==> config.mk <==
export PLATFORM = sky130hd
export DESIGN_NAME = p2s_rr_scheduler
export DESIGN_NICKNAME = d
export VERILOG_FILES = /design/src/rtl/p2s_rr_scheduler.sv
export SDC_FILE = /design/constraint.sdc
export NUM_CORES = 1
export LEC_CHECK = 0
export ABC_CLOCK_PERIOD_IN_PS = 2200
export BUFFER_PORTS_ARGS = -buffer_cell sky130_fd_sc_hd__buf_2
export CAP_MARGIN = 0
export CORE_MARGIN = 10
export CORE_UTILIZATION = 30
export CTS_CLUSTER_DIAMETER = 120
export CTS_CLUSTER_SIZE = 28
export DETAILED_ROUTE_END_ITERATION = 12
export HOLD_SLACK_MARGIN = 0.05
export SLEW_MARGIN = 20
export SYNTH_ARGS = -nofsm -noshare
export SYNTH_HDL_FRONTEND = slang
export SYNTH_SLANG_ARGS = --single-unit
export TNS_END_PERCENT = 100
==> constraint.sdc <==
create_clock -name clk -period 2.2 [get_ports clk]
set_input_delay 0.66 -clock clk [delete_from_list [all_inputs] [get_ports clk]]
set_output_delay 0.66 -clock clk [all_outputs]
set_load 0.005 [all_outputs]
==> src/rtl/p2s_rr_scheduler.sv <==
// Purpose : round-robin arbiter sharing one W-bit parallel-to-serial shifter among N_REQ requesters.
// Latency : word captured at grant edge E0; bit W-1-k is on dout in the cycle after edge E0+k.
// Backpressure: none downstream; requesters hold req/d until they see gnt, and wait while busy.
//
// Ports:
//   clk, rst_n      rising-edge clock, asynchronous active-low reset
//   req[N_REQ]      level-sensitive requests, sampled only at arbitration edges
//   d[N_REQ*W]      packed words, requester i owns d[i*W +: W]
//   gnt[N_REQ]      one-hot grant pulse, high during the first bit cycle of a word
//   dout            serial data, MSB first
//   dout_valid      dout carries a valid bit
//   last            final (LSB) bit of the word is on dout
//   src_id          requester whose word is on dout
//   busy            shifter occupied (mirrors dout_valid)
module p2s_rr_scheduler #(
    parameter int N_REQ = 4,
    parameter int W     = 4,
    parameter int ID_W  = 2
) (
    input  logic               clk,
    input  logic               rst_n,
    input  logic [N_REQ-1:0]   req,
    input  logic [N_REQ*W-1:0] d,
    output logic [N_REQ-1:0]   gnt,
    output logic               dout,
    output logic               dout_valid,
    output logic               last,
    output logic [ID_W-1:0]    src_id,
    output logic               busy
);

    localparam int CNT_W = $clog2(W);

    typedef enum logic {IDLE, SHIFT} state_t;

    state_t           state, state_nxt;
    logic [ID_W-1:0]  ptr;
    logic [ID_W-1:0]  win;
    logic [ID_W-1:0]  ptr_nxt;
    logic [CNT_W-1:0] cnt;
    logic [W-1:0]     sreg;
    logic [W-1:0]     win_word;
    logic [N_REQ-1:0] gnt_nxt;
    logic             any_req;
    logic             word_done;
    logic             arb;

    // Winner search starting at ptr. Scanning offsets from the far end down
    // lets the nearest requesting offset overwrite any farther one.
    always_comb begin
        win     = '0;
        any_req = 1'b0;
        for (int k = N_REQ - 1; k >= 0; k--) begin
            if (req[(int'(ptr) + k) % N_REQ]) begin
                win     = ID_W'((int'(ptr) + k) % N_REQ);
                any_req = 1'b1;
            end
        end
    end

    always_comb begin
        win_word = '0;
        gnt_nxt  = '0;
        for (int i = 0; i < N_REQ; i++) begin
            if (ID_W'(i) == win) begin
                win_word   = d[i*W +: W];
                gnt_nxt[i] = 1'b1;
            end
        end
    end

    assign ptr_nxt   = (win == ID_W'(N_REQ - 1)) ? '0 : win + 1'b1;
    assign word_done = (state == SHIFT) && (cnt == CNT_W'(W - 1));
    // Arbitration happens in IDLE and on the edge retiring the last bit,
    // which is what gives back-to-back words with no bubble.
    assign arb       = (state == IDLE) || word_done;

    always_comb begin
        state_nxt = state;
        case (state)
            IDLE:  if (any_req) state_nxt = SHIFT;
            SHIFT: if (word_done) state_nxt = any_req ? SHIFT : IDLE;
            default: state_nxt = IDLE;
        endcase
    end

    always_ff @(posedge clk or negedge rst_n) begin
        if (!rst_n) state <= IDLE;
        else        state <= state_nxt;
    end

    always_ff @(posedge clk or negedge rst_n) begin
        if (!rst_n) begin
            ptr        <= '0;
            cnt        <= '0;
            sreg       <= '0;
            gnt        <= '0;
            dout_valid <= 1'b0;
            last       <= 1'b0;
            src_id     <= '0;
        end else if (arb) begin
            cnt  <= '0;
            last <= 1'b0;
            if (any_req) begin
                sreg       <= win_word;
                gnt        <= gnt_nxt;
                dout_valid <= 1'b1;
                src_id     <= win;
                ptr        <= ptr_nxt;
            end else begin
                sreg       <= '0;
                gnt        <= '0;
                dout_valid <= 1'b0;
                src_id     <= '0;
            end
        end else begin
            // Mid-word: advance to the next bit; last flags the LSB cycle.
            sreg <= sreg << 1;
            cnt  <= cnt + 1'b1;
            last <= (cnt == CNT_W'(W - 2));
            gnt  <= '0;
        end
    end

    // sreg is cleared whenever the shifter is idle, so its MSB is the registered dout.
    assign dout = sreg[W-1];
    assign busy = dout_valid;

endmodule

==> results of run 1 <==
[layout make-up]
type	instances	area share (%)
sequential	17	35.34
inverter	3	0.9356
multi-input combinational	67	38.98
clock inverter	1	0.4158
clock buffer	3	1.871
timing repair buffer	39	17.88
tap	44	4.574
[registers in the layout, indices dropped and copies added, names as in the netlist]
register	flops
gnt	4
sreg	4
ptr	2
cnt	2
busy	1
src_id	2
state	1
last	1
[cell usage in the layout (no fill, tap or decap), types with 2 or more instances in the layout]
master    count
a21oi_1       2
a32o_1        4
and2_1        7
buf_2        31
buf_4         8
clkbuf_4      3
dfrtp_1      17
ha_1          6
inv_1         3
nand2_1      13
nand2b_1      2
nand3b_1      2
nor2_1        5
nor2b_1       4
o211ai_1      3
o21ai_0       3
[metal layers]
layer	vias to the layer above	global-route usage, %	wire length, um
met2	19	15.65	1265
met4	0	1.705	11
met1	393	8.651	946
met3	2	3.538	127
met5	-	0	0
li1	397	-	-
[what timing repair did]
item                                    CTS  global route
setup buffers                             0             0
endpoints found under the setup margin    0             1
resized for setup                         0             1
endpoints found under the hold margin     0             0
[power by group]
part	internal, mW	leakage (nW)	switching (mW)
combinational	0.349	0.374	0.336
sequential	0.411	0.210	0.0665
clock	0.0676	0.0177	0.101
[worst paths after layout]
check	from	end	slack, ns	cells past startpoint
worst max-delay path	ptr[1]$_DFFE_PN0P_	sreg[3]$_DFF_PN0_	0.14	7
worst min-delay path	rst_n	gnt[2]$_DFF_PN0_	0.27	1
worst max register to register	ptr[1]$_DFFE_PN0P_	sreg[3]$_DFF_PN0_	0.14	7
min in group clk	cnt[0]$_DFF_PN0_	cnt[0]$_DFF_PN0_	0.48	1
worst min register to register	cnt[0]$_DFF_PN0_	cnt[0]$_DFF_PN0_	0.48	1
max in group asynchronous	rst_n	sreg[1]$_DFF_PN0_	1.66	1
[stage by stage]
stage	worst slack [ns]	instance area, sq um	utilization, %
detailed placement	-0.1316	1176	38.84
global route	0.004742	1204	39.75
global placement	-0.09941	1176	38.84
floorplan	0.07812	938.4	-
CTS	0.1323	1204	39.75
finish	0.1380	1204	39.75
[kinds of logic after synthesis]
family | after synthesis | share of synthesized area [%]
flip-flops | 17 | 45.33
AO/OA/AOI/OAI | 21 | 17.20
AND/OR/NAND/NOR | 38 | 22.53
adder cells (fa/ha/maj) | 6 | 8.000
buffers and inverters | 8 | 4.666
multiplexers | 2 | 2.267
==> results.json, run 1 <==
{
  "ys_seq_elements": 17,
  "required_ns": 2.39,
  "slew_violations": 0,
  "start_util_pct": 30.99,
  "drt_first_pass_iters": 4,
  "ios": 32,
  "grt_use_total_pct": 8.475,
  "min_period_over_period_pct": 93.73,
  "yosys-top-cells-count": "dfrtp_1 (17), nand2_1 (13), and2_1 (7), ha_1 (6), nor2_1 (5)",
  "grt_max_degree": 18,
  "hpwl_mm": 1.935,
  "area_delta_synth_final_pct": 28.27,
  "avgSynthCellArea_sq_um": 10.20,
  "cts.clk_slew.worst_paths_ns": 0.10,
  "die_h_um": 75.93,
  "finalClockSkew_ns": 0.0008125,
  "nets": 159,
  "fin_setup_tns_ns": 0,
  "path_class": "register to register",
  "cp_max_fo": 7,
  "yosysMostFrequentCell": "dfrtp_1",
  "hold_class": "primary input to asynchronous set/reset pin",
  "cp_num_buf_inv": 0,
  "drt_wl_total_mm": 2.351,
  "endpoint_kind": "register",
  "cpMaxStageDelayCell": "dfrtp_1",
  "whs_ns": 0.2719,
  "synth_area_leader_cell": "dfrtp_1",
  "fp.dieW_um": 75.93,
  "drive_gt1_share_pct": 36.92,
  "ant_nets": 0,
  "dieArea_sq_mm": 0.005765,
  "drt_iter0_markers": 46,
  "ir_worst_vdd_v": 0.0005484,
  "core-area_sq_mm": 0.003028,
  "cpPeakStageDelay_ns": 0.47,
  "drc": 0,
  "cts_buffers": 3,
  "setup_viol": 0,
  "synth_nets": 120,
  "cts_tree": "built",
  "cts.sinks": 17,
  "ys_types": 32,
  "place.gp.congestion": 0.8686,
  "hold_buffers": 0,
  "grt_overflow": 0,
  "clock-root-buffer": "clkbuf_4",
  "period_minus_slack_ns": 2.062,
  "final-instance-count-excl-fill": 174,
  "yosys_warnings": 0,
  "grt_pass1_vias": 916,
  "dp.cells": 170,
  "maxCapViolCount": 0,
  "netlist_area_sq_um": 938.4,
  "hold_viol": 0,
  "nFillCells": 321,
  "wire_per_inst_um": 13.51,
  "power.leakage_nw": 0.6019,
  "vias_per_cell": 4.661,
  "slew_headroom_pct": 68.74,
  "clk-insertion-delay-late_ns": 0.29,
  "antenna_cells": 0,
  "finalPower_mw": 1.331,
  "synth_edf_count": 0,
  "synth.top_cell.area_share_pct": 45.33,
  "synth_ff_type": "dfrtp_1",
  "placementRows": 20,
  "clk_path_buf_depth": 2,
  "timing.fmax_ghz": 0.4850,
  "grt_antenna_before_repair": 0,
  "seq_area_frac_synth_pct": 45.33,
  "vias": 811,
  "powerDensity_mw_per_mm2": 1106,
  "crit_chain": "mux2i_1 > a2bb2oi_1 > nand2_1 > ha_1 > nor2_1 > o211ai_1 > a32o_1",
  "rsz0062_at_grt": "false",
  "port_buffers": 31,
  "synth_cells": 92,
  "multi_input_area_sq_um": 469.2,
  "ctsHtreeMaxLevel": 1,
  "arrival_ns": 2.25,
  "async_flop_share_pct": 100.0,
  "yosys-top-cells-area": "dfrtp_1 (45%), ha_1 (8.0%), nand2_1 (5.2%), and2_1 (4.7%), a32o_1 (4.3%)",
  "cpLargestDelayFamily": "compound AO/OA/AOI/OAI gates",
  "cp-start-kind": "register",
  "grt_pass1_wl_mm": 4.119,
  "status": "completed",
  "seq_area_sq_um": 425.4,
  "worstMarginPinSlew_ns": 0.4684
}
Power figures use the tool's default switching activity.
==> run 2: changes to the inputs <==
- ABC_CLOCK_PERIOD_IN_PS: 2200 -> 2500
- clock period: 2.2 -> 2.5 ns (I/O delays scaled with it)
==> run 2 against run 1 <==
Clock-buffer cell count stayed put. Worst hold slack better by 0.090 ns. Cell count is 3.4% lower. Global-route usage is 0.94 points lower. Largest power group unchanged. Power is 16% lower. Sequential cell count stayed put. Routed wire length is 7.0% lower. Sequential share of layout area is 1.4 points higher. Via count is 2.5% lower. Sequential power is 13% lower. Non-clock buffer count is 6 lower.
==> results.json, run 2 (synthesis gave the netlist of run 1 again) <==
{
  "status": "completed",
  "worstMarginPinSlew_ns": 0.4339,
  "cpLargestDelayFamily": "compound AO/OA/AOI/OAI gates",
  "hold_buffers": 0,
  "area_delta_synth_final_pct": 23.47,
  "clk_path_buf_depth": 2,
  "postCtsResizedCells": 0,
  "utilization_pct": 38.26,
  "ios": 32,
  "hpwl_mm": 1.740,
  "cp-start-kind": "primary input",
  "placed_area_sq_mm": 0.001131,
  "start_util_pct": 30.99,
  "fin_setup_tns_ns": 0,
  "cts_tree": "built",
  "cts.sinks": 17,
  "clk-insertion-delay-late_ns": 0.29,
  "worst_slack_ns": 0.2304,
  "vias_per_cell": 4.708,
  "core-area_sq_mm": 0.003028,
  "met3WireLength_um": 161,
  "slew_headroom_pct": 71.04,
  "ctsHtreeMaxLevel": 1,
  "routed-wl-met2_mm": 1.118,
  "min_period_over_period_pct": 90.78,
  "drc": 0,
  "cts.clk_slew.worst_paths_ns": 0.10,
  "vias": 791,
  "fp.dieW_um": 75.93,
  "antenna_cells": 0,
  "hold_viol": 0,
  "required_ns": 2.70,
  "grt_use_total_pct": 7.530,
  "cpPeakStageDelay_ns": 0.32,
  "seq_area_sq_um": 425.4,
  "grt_antenna_before_repair": 0,
  "cp_max_fo": 7,
  "rsz0062_at_grt": "false",
  "cp_num_buf_inv": 1,
  "maxCapViolCount": 0,
  "grt_max_degree": 18,
  "cpMaxStageDelayCell": "a221o_1",
  "period_minus_slack_ns": 2.270,
  "nets": 153,
  "wire_per_inst_um": 13.01,
  "slew_violations": 0,
  "drt_wl_total_mm": 2.186,
  "top_layer_used": "met4",
  "finalClockSkew_ns": 0.003221,
  "endpoint_kind": "register",
  "drt_first_pass_iters": 5,
  "hold_class": "primary input to asynchronous set/reset pin",
  "die_h_um": 75.93,
  "powerDensity_mw_per_mm2": 967.7,
  "crit_chain": "buf_2 > and3b_1 > o21ai_0 > and3_1 > ha_1 > a21oi_1 > a221o_1 > a21boi_0",
  "grt_overflow": 0,
  "finalPower_mw": 1.121,
  "pre_cts_slack_ns": -0.01321,
  "timing.fmax_ghz": 0.4406,
  "nFillCells": 328,
  "drt-met1-wl_um": 864,
  "cts_buffers": 3,
  "grt_pass1_vias": 835,
  "power.leakage_nw": 0.5725,
  "setup_viol": 0,
  "place.gp.congestion": 0.8491,
  "ir_worst_vdd_v": 0.0004088,
  "path_class": "primary input to register",
  "finalInstanceArea_sq_mm": 0.001159,
  "ant_nets": 0,
  "cts_setup_buffers": 0,
  "port_buffers": 31,
  "drive_gt1_share_pct": 33.87,
  "clock-root-buffer": "clkbuf_4",
  "top_regs": "gnt: 4 flops, sreg: 4 flops",
  "multi_input_area_sq_um": 469.2,
  "placementRows": 20,
  "grt_pass1_wl_mm": 3.684,
  "dieArea_sq_mm": 0.005765,
  "final_common_cell": "buf_2",
  "arrival_ns": 2.47,
  "drt_iter0_markers": 43,
  "most-common-layout-cells": "buf_2 (31), dfrtp_1 (17), nand2_1 (13), and2_1 (7), ha_1 (6)"
}
## run 2: metrics by stage
| stage | hold slack (ns) | cells |
|---|---|---|
| final | 0.3616 | 168 |
| after global routing | 0.3644 | 168 |
| after CTS | 0.3664 | 168 |
| after detailed placement | 0.4550 | 164 |
| after global placement | 0.4461 | 164 |
| after floorplan | 0.4322 | 92 |
## run 2: worst reg2reg max path: cells and delay by family, from the launching register on
| family | cells | cell delay (ns) |
|---|---|---|
| fa+ha+maj | 1 | 0.30 |
| simple gates | 2 | 0.42 |
| compound gates | 4 | 0.85 |
| flops | 1 | 0.47 |
## run 2: where the power goes
part	total, mW	switching [mW]	internal (mW)	leakage, nW
registers	0.417	0.0554	0.362	0.210
clock network	0.145	0.0851	0.0594	0.0177
logic	0.560	0.285	0.274	0.345
total	1.12	0.426	0.696	0.573
## run 2: cell type report
cell class | instances | share of cell area [%]
Clock inverter | 1 | 0.4320
Multi-Input combinational cell | 67 | 40.50
Timing Repair Buffer | 33 | 14.69
Inverter | 3 | 0.9719
Sequential cell | 17 | 36.72
Tap cell | 44 | 4.752
Clock buffer | 3 | 1.944
## run 2: layer usage
metal / GRT usage, % / vias to the layer above
met3: 3.538 / 6
met1: 7.970 / 369
met5: 0 / -
met4: 3.030 / 0
met2: 12.59 / 32
li1: - / 384
## run 2: path summary, 6_finish.rpt
path | startpoint | end | slack [ns] | depth (start not counted)
max reg2reg | ptr[1]$_DFFE_PN0P_ | sreg[0]$_DFF_PN0_ | 0.36 | 7
min | rst_n | busy$_DFFE_PN0N_ | 0.36 | 1
max in group asynchronous | rst_n | ptr[1]$_DFFE_PN0P_ | 1.87 | 1
max | req[3] | sreg[0]$_DFF_PN0_ | 0.23 | 8
min in group clk | sreg[1]$_DFF_PN0_ | sreg[2]$_DFF_PN0_ | 0.47 | 1
min reg2reg | sreg[1]$_DFF_PN0_ | sreg[2]$_DFF_PN0_ | 0.47 | 1
==> run 3: changes to the inputs <==
- ABC_AREA: default -> 1
- SETUP_SLACK_MARGIN: default -> 0.05
==> run 3 against run 2 <==
Clock skew grew 0.0065 ns. Routed wire length up 14%. Sequential power is 7.4% higher.
==> results.json, run 3 <==
{
  "period_minus_slack_ns": 2.155,
  "antenna_cells": 0,
  "top_regs": "gnt: 4 flops, sreg: 4 flops",
  "required_ns": 2.74,
  "ys_types": 20,
  "grt_overflow": 0,
  "yosys-top-cells-area": "dfrtp_1 (40%), nand2_1 (16%), ha_1 (7.0%), nand2_2 (7.0%), nand3_1 (5.6%)",
  "r2r-end": "sreg[3]$_DFF_PN0_",
  "cp-start-kind": "register",
  "dieArea_sq_mm": 0.006377,
  "power.leakage_nw": 0.7650,
  "dp.cells": 220,
  "yosysMostFrequentCell": "nand2_1",
  "cpLargestDelayFamily": "simple AND/OR/NAND/NOR gates",
  "seq_area_frac_synth_pct": 39.58,
  "utilization_pct": 39.09,
  "final_common_cell": "nand2_1",
  "yosys-top-cells-count": "nand2_1 (47), dfrtp_1 (17), inv_1 (15), nand2_2 (12), nand3_1 (12)",
  "wire_per_inst_um": 11.06,
  "cpPeakStageDelay_ns": 0.47,
  "area_delta_synth_final_pct": 23.28,
  "grt_pass1_vias": 1006,
  "synth_area_leader_cell": "dfrtp_1",
  "core-area_sq_mm": 0.003390,
  "reg2reg_from": "ptr[0]$_DFFE_PN0P_",
  "die_h_um": 79.86,
  "drt_wl_total_mm": 2.499,
  "endpoint_kind": "register",
  "clock-root-buffer": "clkbuf_4",
  "min_period_over_period_pct": 86.20,
  "slew_headroom_pct": 71.96,
  "port_buffers": 31,
  "timing.fmax_ghz": 0.4640,
  "synth_edf_count": 0,
  "grt_max_degree": 18,
  "whs_ns": 0.3550,
  "drc": 0,
  "hpwl_mm": 2.069,
  "clk_path_buf_depth": 2,
  "path_class": "register to register",
  "ios": 32,
  "vias": 966,
  "status": "completed",
  "synth_ff_type": "dfrtp_1",
  "synth_nets": 171,
  "start_util_pct": 31.71,
  "finalClockSkew_ns": 0.009753,
  "nets": 209,
  "drt_iter0_markers": 18,
  "cts_buffers": 3,
  "hold_class": "primary input to asynchronous set/reset pin",
  "nFillCells": 365,
  "cp_num_buf_inv": 2,
  "drt_first_pass_iters": 4,
  "ys_seq_elements": 17,
  "grt_antenna_before_repair": 0,
  "rr_worst_depth": 15,
  "async_flop_share_pct": 100.0,
  "ir_worst_vdd_v": 0.0005510,
  "placementRows": 21,
  "cts.sinks": 17,
  "synth_cells": 143,
  "netlist_area_sq_mm": 0.001075,
  "setup_viol": 0,
  "crit_chain": "buf_4 > nand2_1 > nand3_1 > nand2_1 > nand3_1 > nand3_1 > nand2_2 > ha_1 > inv_2 > nand3_1 > nand2_1 > o21ai_0 > o21ai_0 > nand2_1 > nand2_1",
  "r2r_slack_ns": 0.35,
  "arrival_ns": 2.39,
  "grt_pass1_wl_mm": 4.209,
  "cpMaxStageDelayCell": "dfrtp_2",
  "yosys_warnings": 0,
  "worstMarginPinSlew_ns": 0.4190,
  "vias_per_cell": 4.274,
  "maxCapViolCount": 0,
  "cts.clk_slew.worst_paths_ns": 0.11,
  "fin_setup_tns_ns": 0,
  "cp_max_fo": 5,
  "powerDensity_mw_per_mm2": 1448,
  "ctsHtreeMaxLevel": 1,
  "slew_violations": 0,
  "place.gp.congestion": 0.7845,
  "final-instance-count-excl-fill": 226,
  "most-common-layout-cells": "nand2_1 (47), buf_2 (32), dfrtp_1 (16), inv_1 (13)",
  "hold_viol": 0,
  "clk-insertion-delay-late_ns": 0.30,
  "grt_use_total_pct": 8.180,
  "rsz0062_at_grt": "false",
  "avgSynthCellArea_sq_um": 7.516,
  "cts_tree": "built",
  "timing.critical_path.mode_cell": "nand2_1",
  "drive_gt1_share_pct": 35.56,
  "fp.dieW_um": 79.86,
  "ant_nets": 0,
  "synth.top_cell.area_share_pct": 39.58
}
==> run 3: cell families (layout without fill, tap and decap cells) <==
group           Yosys count  count (layout)  share of synthesized area [%]
simple gates             85              85                          36.44
fa+ha+maj                 6               6                          6.985
buf+inv                  21              58                          8.847
compound gates           14              14                          8.150
flops                    17              17                          39.58
==> run 3: what timing repair did <==
action	CTS	global route
setup endpoints to repair	0	3
hold buffers	0	0
gates resized for setup	0	4
buffers inserted	0	2
==> run 3: worst register-to-register path: stages (launching register included) <==
cell and delay [ns]:
dfrtp_2 0.47, buf_4 0.16, nand2_1 0.09, nand3_1 0.12
nand2_1 0.08, nand3_1 0.08, nand3_1 0.12, nand2_2 0.10
ha_1 0.27, inv_2 0.10, nand3_1 0.07, nand2_1 0.07
o21ai_0 0.07, o21ai_0 0.15, nand2_1 0.08, nand2_1 0.06
==> run 3: cell type report <==
class                   count  area (sq um)  share of cell area, %
clock buffers               3         22.52                  1.700
inverters                  19         76.32                  5.760
repair buffers             35         182.7                  13.79
flip-flops and latches     17         426.7                  32.20
well taps                  46         57.56                  4.344
multi-input cells         105         554.3                  41.83
clock inverters             1         5.005                 0.3777
==> run 3: power breakdown <==
part           total [mW]  switching (mW)  internal (mW)
Clock               0.153          0.0934         0.0596
Combinational        1.32           0.815          0.502
Sequential          0.448          0.0653          0.383
Total                1.92           0.974          0.944
==> run 3: through the flow <==
stage / total power [mW] / area, sq um / setup WS (ns)
finish: 1.918 / 1325 / 0.3450
global route: 2.181 / 1325 / 0.04985
CTS: 1.906 / 1311 / 0.2876
detailed placement: 1.746 / 1284 / 0.03062
global placement: 1.753 / 1284 / 0.02950
floorplan: 1.454 / 1075 / 0.3366
==> run 3: metal layers <==
layer | part of all wire [%] | up-vias | global-route usage (%)
li1 | - | 516 | -
met1 | 40 | 432 | 8.247
met2 | 52 | 14 | 14.81
met3 | 5.7 | 4 | 3.153
met4 | 1.6 | 0 | 3.169
met5 | 0 | - | 0
==> run 3: worst max-delay path by stage <==
stage	from	end	slack (ns)	depth (start not counted)
global route	ptr[0]$_DFFE_PN0P_	sreg[3]$_DFF_PN0_	0.05	16
CTS	ptr[0]$_DFFE_PN0P_	sreg[3]$_DFF_PN0_	0.29	15
detailed placement	req[3]	sreg[3]$_DFF_PN0_	0.03	17
global placement	req[3]	sreg[3]$_DFF_PN0_	0.03	17
finish	ptr[0]$_DFFE_PN0P_	sreg[3]$_DFF_PN0_	0.35	15
floorplan	req[1]	sreg[1]$_DFF_PN0_	0.34	16
